===== config.mk =====
export PLATFORM = sky130hd
export DESIGN_NAME = hazard_stall_ctrl_flat
export DESIGN_NICKNAME = d
export VERILOG_FILES = /design/src/rtl/hazard_stall_ctrl_if.sv /design/src/rtl/hazard_stall_ctrl.sv /design/src/flat_wrapper.sv
export SDC_FILE = /design/constraint.sdc
export NUM_CORES = 1
export LEC_CHECK = 0
export BUFFER_PORTS_ARGS = -buffer_cell sky130_fd_sc_hd__buf_2
export CAP_MARGIN = 10
export CORE_AREA = 2 2 39 41
export DETAILED_ROUTE_END_ITERATION = 8
export DIE_AREA = 0 0 41 43
export PLACE_DENSITY_LB_ADDON = 0.25
export SYNTH_ARGS = -nofsm -noshare
export SYNTH_HDL_FRONTEND = slang
export SYNTH_SLANG_ARGS = --single-unit

===== constraint.sdc =====
create_clock -name clk -period 1.6 [get_ports clk]
set_input_delay 0.16 -clock clk [delete_from_list [all_inputs] [get_ports clk]]
set_output_delay 0.16 -clock clk [all_outputs]
set_load 0.02 [all_outputs]

===== src/rtl/hazard_stall_ctrl_if.sv =====
// Hazard/stall handshake bundle between the ID/EX pipeline stage and the stall controller.
// The master is the pipeline side; the slave is the stall controller.
interface hazard_stall_ctrl_if #(
  parameter int REG_W = 5
);
  logic [REG_W-1:0] IFID_Rs1;
  logic [REG_W-1:0] IFID_Rs2;
  logic             IFID_UseRs2;
  logic [REG_W-1:0] IDEX_Rd;
  logic             IDEX_MemRead;
  logic             IDEX_Mult;
  logic             IDEX_Valid;
  logic             ExtStall;
  logic             PC_Write;
  logic             IFID_Write;
  logic             IDEX_Write;
  logic             IDEX_Flush;
  logic             EXMEM_Flush;
  logic             MultStart;
  logic             MultBusy;

  modport master (
    output IFID_Rs1, IFID_Rs2, IFID_UseRs2, IDEX_Rd, IDEX_MemRead, IDEX_Mult,
           IDEX_Valid, ExtStall,
    input  PC_Write, IFID_Write, IDEX_Write, IDEX_Flush, EXMEM_Flush,
           MultStart, MultBusy
  );

  modport slave (
    input  IFID_Rs1, IFID_Rs2, IFID_UseRs2, IDEX_Rd, IDEX_MemRead, IDEX_Mult,
           IDEX_Valid, ExtStall,
    output PC_Write, IFID_Write, IDEX_Write, IDEX_Flush, EXMEM_Flush,
           MultStart, MultBusy
  );
endinterface


===== src/rtl/hazard_stall_ctrl.sv =====
// Stall/bubble controller: holds the front end MULT_LAT-1 cycles per multiply, 1 cycle per load-use
// (load-use under HAZARD_LOAD_USE_STALL_EN); combinational outputs, ExtStall freezes everything.
module hazard_stall_ctrl #(
  parameter int MULT_LAT = 4,
  parameter int REG_W    = 5
) (
  input logic               clk,
  input logic               rst,
  hazard_stall_ctrl_if.slave bus
);
  localparam int CW = $clog2(MULT_LAT) + 1;
  localparam logic [CW-1:0] CNT_INIT = CW'((MULT_LAT > 1) ? (MULT_LAT - 2) : 0);

  typedef enum logic {RUN, MUL} state_t;

  state_t        state;
  logic [CW-1:0] cnt;
  logic          mult_det;
  logic          mul_hold;
  logic          load_use;

  assign mult_det = (state == RUN) && bus.IDEX_Valid && bus.IDEX_Mult;
  // A single-cycle multiplier never needs to hold the front end.
  assign mul_hold = ((state == MUL) && (cnt != '0)) || (mult_det && (MULT_LAT > 1));

`ifdef HAZARD_LOAD_USE_STALL_EN
  assign load_use = (state == RUN) && !mult_det && bus.IDEX_MemRead && bus.IDEX_Valid &&
                    (bus.IDEX_Rd != {REG_W{1'b0}}) &&
                    ((bus.IDEX_Rd == bus.IFID_Rs1) ||
                     (bus.IFID_UseRs2 && (bus.IDEX_Rd == bus.IFID_Rs2)));
`else
  assign load_use = 1'b0;
`endif

  always_ff @(posedge clk) begin
    if (rst) begin
      state <= RUN;
      cnt   <= '0;
    end else if (!bus.ExtStall) begin
      case (state)
        RUN: begin
          if (mult_det && (MULT_LAT > 1)) begin
            state <= MUL;
            cnt   <= CNT_INIT;
          end
        end
        MUL: begin
          if (cnt != '0) begin
            cnt <= cnt - CW'(1);
          end else begin
            state <= RUN;
          end
        end
        default: begin
          state <= RUN;
          cnt   <= '0;
        end
      endcase
    end
  end

  always_comb begin
    bus.PC_Write    = 1'b1;
    bus.IFID_Write  = 1'b1;
    bus.IDEX_Write  = 1'b1;
    bus.IDEX_Flush  = 1'b0;
    bus.EXMEM_Flush = 1'b0;
    bus.MultStart   = 1'b0;
    bus.MultBusy    = 1'b0;
    if (rst) begin
      bus.IDEX_Flush  = 1'b1;
      bus.EXMEM_Flush = 1'b1;
    end else if (bus.ExtStall) begin
      // Freeze: a pending start is simply re-evaluated once the stall drops.
      bus.PC_Write   = 1'b0;
      bus.IFID_Write = 1'b0;
      bus.IDEX_Write = 1'b0;
      bus.MultBusy   = (state == MUL) && (cnt != '0);
    end else if (mul_hold) begin
      bus.PC_Write    = 1'b0;
      bus.IFID_Write  = 1'b0;
      bus.IDEX_Write  = 1'b0;
      bus.EXMEM_Flush = 1'b1;
      bus.MultBusy    = 1'b1;
      bus.MultStart   = mult_det;
    end else if (mult_det) begin
      bus.MultStart = 1'b1;
    end else if (load_use) begin
      bus.PC_Write   = 1'b0;
      bus.IFID_Write = 1'b0;
      bus.IDEX_Flush = 1'b1;
    end
  end
endmodule


===== src/flat_wrapper.sv =====
// flat-port wrapper written by rule: the top's interface ports become plain ports
module hazard_stall_ctrl_flat 
#(
  parameter int MULT_LAT = 4,
  parameter int REG_W    = 5
)
  (clk, rst, bus_IFID_Rs1, bus_IFID_Rs2, bus_IFID_UseRs2, bus_IDEX_Rd, bus_IDEX_MemRead, bus_IDEX_Mult, bus_IDEX_Valid, bus_ExtStall, bus_PC_Write, bus_IFID_Write, bus_IDEX_Write, bus_IDEX_Flush, bus_EXMEM_Flush, bus_MultStart, bus_MultBusy);
  hazard_stall_ctrl_if #(.REG_W(REG_W)) bus_i ();
  input logic clk;
  input logic rst;
  input wire logic [$bits(bus_i.IFID_Rs1)-1:0] bus_IFID_Rs1;
  input wire logic [$bits(bus_i.IFID_Rs2)-1:0] bus_IFID_Rs2;
  input wire logic [$bits(bus_i.IFID_UseRs2)-1:0] bus_IFID_UseRs2;
  input wire logic [$bits(bus_i.IDEX_Rd)-1:0] bus_IDEX_Rd;
  input wire logic [$bits(bus_i.IDEX_MemRead)-1:0] bus_IDEX_MemRead;
  input wire logic [$bits(bus_i.IDEX_Mult)-1:0] bus_IDEX_Mult;
  input wire logic [$bits(bus_i.IDEX_Valid)-1:0] bus_IDEX_Valid;
  input wire logic [$bits(bus_i.ExtStall)-1:0] bus_ExtStall;
  output wire logic [$bits(bus_i.PC_Write)-1:0] bus_PC_Write;
  output wire logic [$bits(bus_i.IFID_Write)-1:0] bus_IFID_Write;
  output wire logic [$bits(bus_i.IDEX_Write)-1:0] bus_IDEX_Write;
  output wire logic [$bits(bus_i.IDEX_Flush)-1:0] bus_IDEX_Flush;
  output wire logic [$bits(bus_i.EXMEM_Flush)-1:0] bus_EXMEM_Flush;
  output wire logic [$bits(bus_i.MultStart)-1:0] bus_MultStart;
  output wire logic [$bits(bus_i.MultBusy)-1:0] bus_MultBusy;
  assign bus_i.IFID_Rs1 = bus_IFID_Rs1;
  assign bus_i.IFID_Rs2 = bus_IFID_Rs2;
  assign bus_i.IFID_UseRs2 = bus_IFID_UseRs2;
  assign bus_i.IDEX_Rd = bus_IDEX_Rd;
  assign bus_i.IDEX_MemRead = bus_IDEX_MemRead;
  assign bus_i.IDEX_Mult = bus_IDEX_Mult;
  assign bus_i.IDEX_Valid = bus_IDEX_Valid;
  assign bus_i.ExtStall = bus_ExtStall;
  assign bus_PC_Write = bus_i.PC_Write;
  assign bus_IFID_Write = bus_i.IFID_Write;
  assign bus_IDEX_Write = bus_i.IDEX_Write;
  assign bus_IDEX_Flush = bus_i.IDEX_Flush;
  assign bus_EXMEM_Flush = bus_i.EXMEM_Flush;
  assign bus_MultStart = bus_i.MultStart;
  assign bus_MultBusy = bus_i.MultBusy;
  hazard_stall_ctrl #(.MULT_LAT(MULT_LAT), .REG_W(REG_W)) u_core (.clk(clk), .rst(rst), .bus(bus_i));
endmodule

# == Yosys cells after proc, flatten, opt, wreduce, memory -nomap -nowiden ==
# Cells that the tools add are included.
# op_classes
n_addsub,1
n_eq_ne,2
bitwise,2
reduce_logical,6
n_mux,18
# op_table
operator,n
two-way mux 1 bit,14
two-way mux 3 bit,2
case mux 3 bit (2 select lines),1
logical AND 1 bit,3
AND reduction 3 bit,1
nonzero test 3 bit,1
subtractor 3 x 1 -> 3 bit (second input constant),1
inequality test 2 x 1 -> 1 bit (second input constant),1
inequality test 2 bit (second input constant),1
NOT 1 bit,2
case mux 1 bit (2 select lines),1
logical OR 1 bit,1
# totals
inputBits,22
elab_cells,31
output_inout_bits,7
reg_bits,4

# == Depth between registers and ports, before layout ==
# logic_depth
depth_word,7
mapped_depth,6
depth_no_buf,5

# == Worst setup path after synthesis ==
# No wires, ideal clock.
# synth_timing
path_kind,register to output
from,register u_core.cnt[0]
to,output port bus_IFID_Write
slack_ns,-0.251
n_path_buf,1
path_stages_with_launch,7
arrival_ns,1.691
required_ns,1.440
cell_sequence,dfxtp_1 -> inv_1 -> ha_1 -> or2b_1 -> a21bo_2 -> o21bai_1 -> buf_4
# synth_via
elab_chain_len,6
# synth_lines
element,line_no,text
from (decl),hazard_stall_ctrl.sv:17,logic [CW-1:0] cnt;
from (signal assigned),hazard_stall_ctrl.sv:49,cnt <= cnt - CW'(1);
nonzero test 3 bit,hazard_stall_ctrl.sv:24,assign mul_hold = ((state == MUL) && (cnt != '0)) || (mult_det && (MULT_LAT > 1));
logical AND 1 bit,hazard_stall_ctrl.sv:24,
logical OR 1 bit,hazard_stall_ctrl.sv:24,
two-way mux 1 bit (3 in series),--,
to (decl),flat_wrapper.sv:20,output wire logic [$bits(bus_i.IFID_Write)-1:0] bus_IFID_Write;
# No other way between the ends.

# == Final worst setup path ==
# layout_timing
from,register u_core.cnt[0]
to,output port bus_EXMEM_Flush
# layout_via
elab_chain_len,6
# layout_lines
element,line_no,text
nonzero test 3 bit,hazard_stall_ctrl.sv:24,
logical AND 1 bit,hazard_stall_ctrl.sv:24,
logical OR 1 bit,hazard_stall_ctrl.sv:24,
two-way mux 1 bit,hazard_stall_ctrl.sv:79,end else if (mul_hold) begin
two-way mux 1 bit,hazard_stall_ctrl.sv:73,end else if (bus.ExtStall) begin
two-way mux 1 bit,hazard_stall_ctrl.sv:70,if (rst) begin
to (decl),flat_wrapper.sv:23,output wire logic [$bits(bus_i.EXMEM_Flush)-1:0] bus_EXMEM_Flush;
# No other way between the ends.

==> results.txt <==
Outcome = complete, but fails checks
Failing checks = negative setup slack
Via count = 337
DR vias/cell = 4.55
Ports = 29
WP data required = 1.44 ns
Slew Viols, Final = 0
Clock Tree Root = clkbuf_4
Leak = 0.000258 uW
Top layer in use = met3
M1 WL = 333 um
CTS max path bufs = 2
CP Max Fanout = 4
Max Cap Violations = 0
Final Setup Violations = 5
Mapped Area = 295 sq um
Arr. time, crit path = 1.53 ns
Slew HR = 0.868
Pre-CTS WS = 0.0670 ns
Port Buffer Count = 11
Antenna-violating nets left = 0
Hold Path Depth = 2
PnR worst setup slack = -0.0930 ns
Routed Wire Length = 827 um
Crit share post-route = 1.06
Mapped Cells = 36
Placed insts = 63
# DRC = 0
Worst vdd ir = 0.000319 V
Minimum clock period = 1.69 ns
Die Footprint = 1760 sq um
Antenna fix cells = 0
Initial core utilization = 0.213
GPL Wtd Cong = 0.727
Worst-path clk slew = 0.04 ns
Top cell type's share of synthesized area = 0.271
Initial antenna violation count = 0
Hold WC Path Type = input port to register
Largest net degree at the start of global routing = 10
CTS sink count = 4
Rows = 14
Fin Setup TNS = -0.416 ns
Met3 WL post-DR = 60 um
CP Launch Type = register
Final hold violation count = 0
Total gr overflow = 0
Crit path kind = register to output pin
Post-layout util = 0.376
Synthesized Nets = 60
Core Region = 1380 sq um
CTS HTree Levels = 1
Vias in the first global route = 312
Post-DP HPWL = 506 um
Layout cells sized above 1 = 0.621
Filler cells = 146
#FFs+latches synth = 4
Sequential share of the synthesized area = 0.271
# hold bufs at CTS = 0
CTS tree = done
Num CTS Buffers = 3
Avg Cell Area, Syn = 8.20 sq um
Hold slack = 0.228 ns
Distinct cells, synth = 22
Final nets = 84
Pre-antenna DRT Iters = 1
GRT Overall Usage = 0.107
Iter 0 DRT Violations = 0
Setup crit end kind = output pin
Unrepaired setup endpoints after global routing = true
Drt wl/cell = 11.2 um
Synth top area cells = dfxtp_1 27%, ha_1 8.5%, buf_4 7.6%, a21oi_1 5.1%, a21o_1 5.1%
Syn-to-layout area delta = 76.3%
Die width = 41 um
Die height = 43 um
Peak Freq = 0.591 GHz
Worst-Skew Late Latency = 0.24 ns
Pwr Density = 634 nW/um^2
Detail Route met2 WL = 433 um
First-pass GRT wire length = 1240 um
Clock skew = 0.00289 ns
FF-to-FF path depth = 7
Yosys warnings = 0
Largest area contributor in the netlist = dfxtp_1
Worst-Margin Slew = 0.198 ns
Final cell count without fillers = 74
path summary, 6_finish.rpt:
| check | start | endpoint | slack [ns] |
|---|---|---|---|
| worst max-delay path | u_core.cnt[0]$_SDFFE_PP0P_ | bus_EXMEM_Flush | -0.09 |
| worst max register to register | u_core.cnt[0]$_SDFFE_PP0P_ | u_core.cnt[0]$_SDFFE_PP0P_ | 0.01 |
| worst min register to register | u_core.cnt[1]$_SDFFE_PP0P_ | u_core.cnt[1]$_SDFFE_PP0P_ | 0.50 |
| worst min-delay path | rst | u_core.state$_SDFFE_PP0N_ | 0.23 |
layout make-up:
type                            count  area [sq um]  area share
Clock buffer                        3          22.5      0.0433
Inverter                            4          15.0      0.0288
Multi-Input combinational cell     24           215       0.413
Sequential cell                     4          82.6       0.159
Tap cell                           16          20.0      0.0385
Timing Repair Buffer               23           165       0.317
synthesized netlist by cell type (all sizes together):
master,count
o211a,1
inv,4
nand4b,1
buf,4
nand2b,1
nand3b,1
nand2,1
nand4,1
a21bo,1
dfxtp,4
nor2,2
nor2b,1
a311oi,1
o21ai,1
or2b,1
nand3,1
a21o,2
o21bai,1
a31oi,2
a21oi,3
ha,2
stage by stage:
step | total power, uW | cell area, sq um
2_1_floorplan | 154 | 307
3_5_place_dp | 173 | 385
6_report | 330 | 520
4_1_cts | 320 | 473
5_1_grt | 349 | 520
3_3_place_gp | 173 | 385
cell usage in the layout, fill, tap and decap left out:
cell type,netlist,layout
buf_4,3,15
buf_2,0,6
clkbuf_4,0,3
inv_2,0,2
inv_1,4,2
a21o_1,2,2
nor2_1,2,2
a31oi_1,2,2
a21oi_1,3,2
buf_6,0,2
dfxtp_2,0,2
dfxtp_1,4,2
or2b_1,1,1
nand3b_1,1,1
a21bo_4,0,1
nand2_4,0,1
nand2b_1,1,1
a21oi_2,0,1
o21bai_4,0,1
a311oi_2,1,1
nand4_1,1,1
o211a_1,1,1
nand4b_1,1,1
nor2b_1,1,1
o21ai_0,1,1
nand3_1,1,1
ha_4,0,1
ha_1,2,1
cells by family after synthesis:
| kind of cell | share of synthesized area |
|---|---|
| AOI/OAI and AO/OA | 0.305 |
| and+or+nand+nor | 0.199 |
| buffers and inverters | 0.140 |
| DFF | 0.271 |
| adders and majority gates | 0.0847 |
where the power goes:
part           internal [uW]  total, uW  switching [uW]
combinational           48.8       96.3            47.4
clock                   84.2        129            45.3
sequential               103        104            1.31
registers in the layout, summed over array words and instances, names as in the netlist:
register	cells
u_core.state	1
u_core.cnt	3
critical path, cell delays in order, from the launching register on:
cell	delay (ns)
dfxtp_2	0.31
inv_2	0.07
ha_4	0.13
or2b_1	0.25
a21bo_4	0.24
a21o_1	0.16
buf_6	0.13
routing by layer:
layer / GRT usage / vias up
met1: 0.113 / 158
met2: 0.178 / 10
met4: 0.0200 / 0
met5: 0 / -
met3: 0.0628 / 0
li1: - / 169
what timing repair did:
item	CTS	global route
setup buffers	4	4
pin swaps	2	3
endpoints found under the setup margin	5	5
gates resized for setup	12	5
gates cloned	0	0
Power figures use the tool's default switching activity.
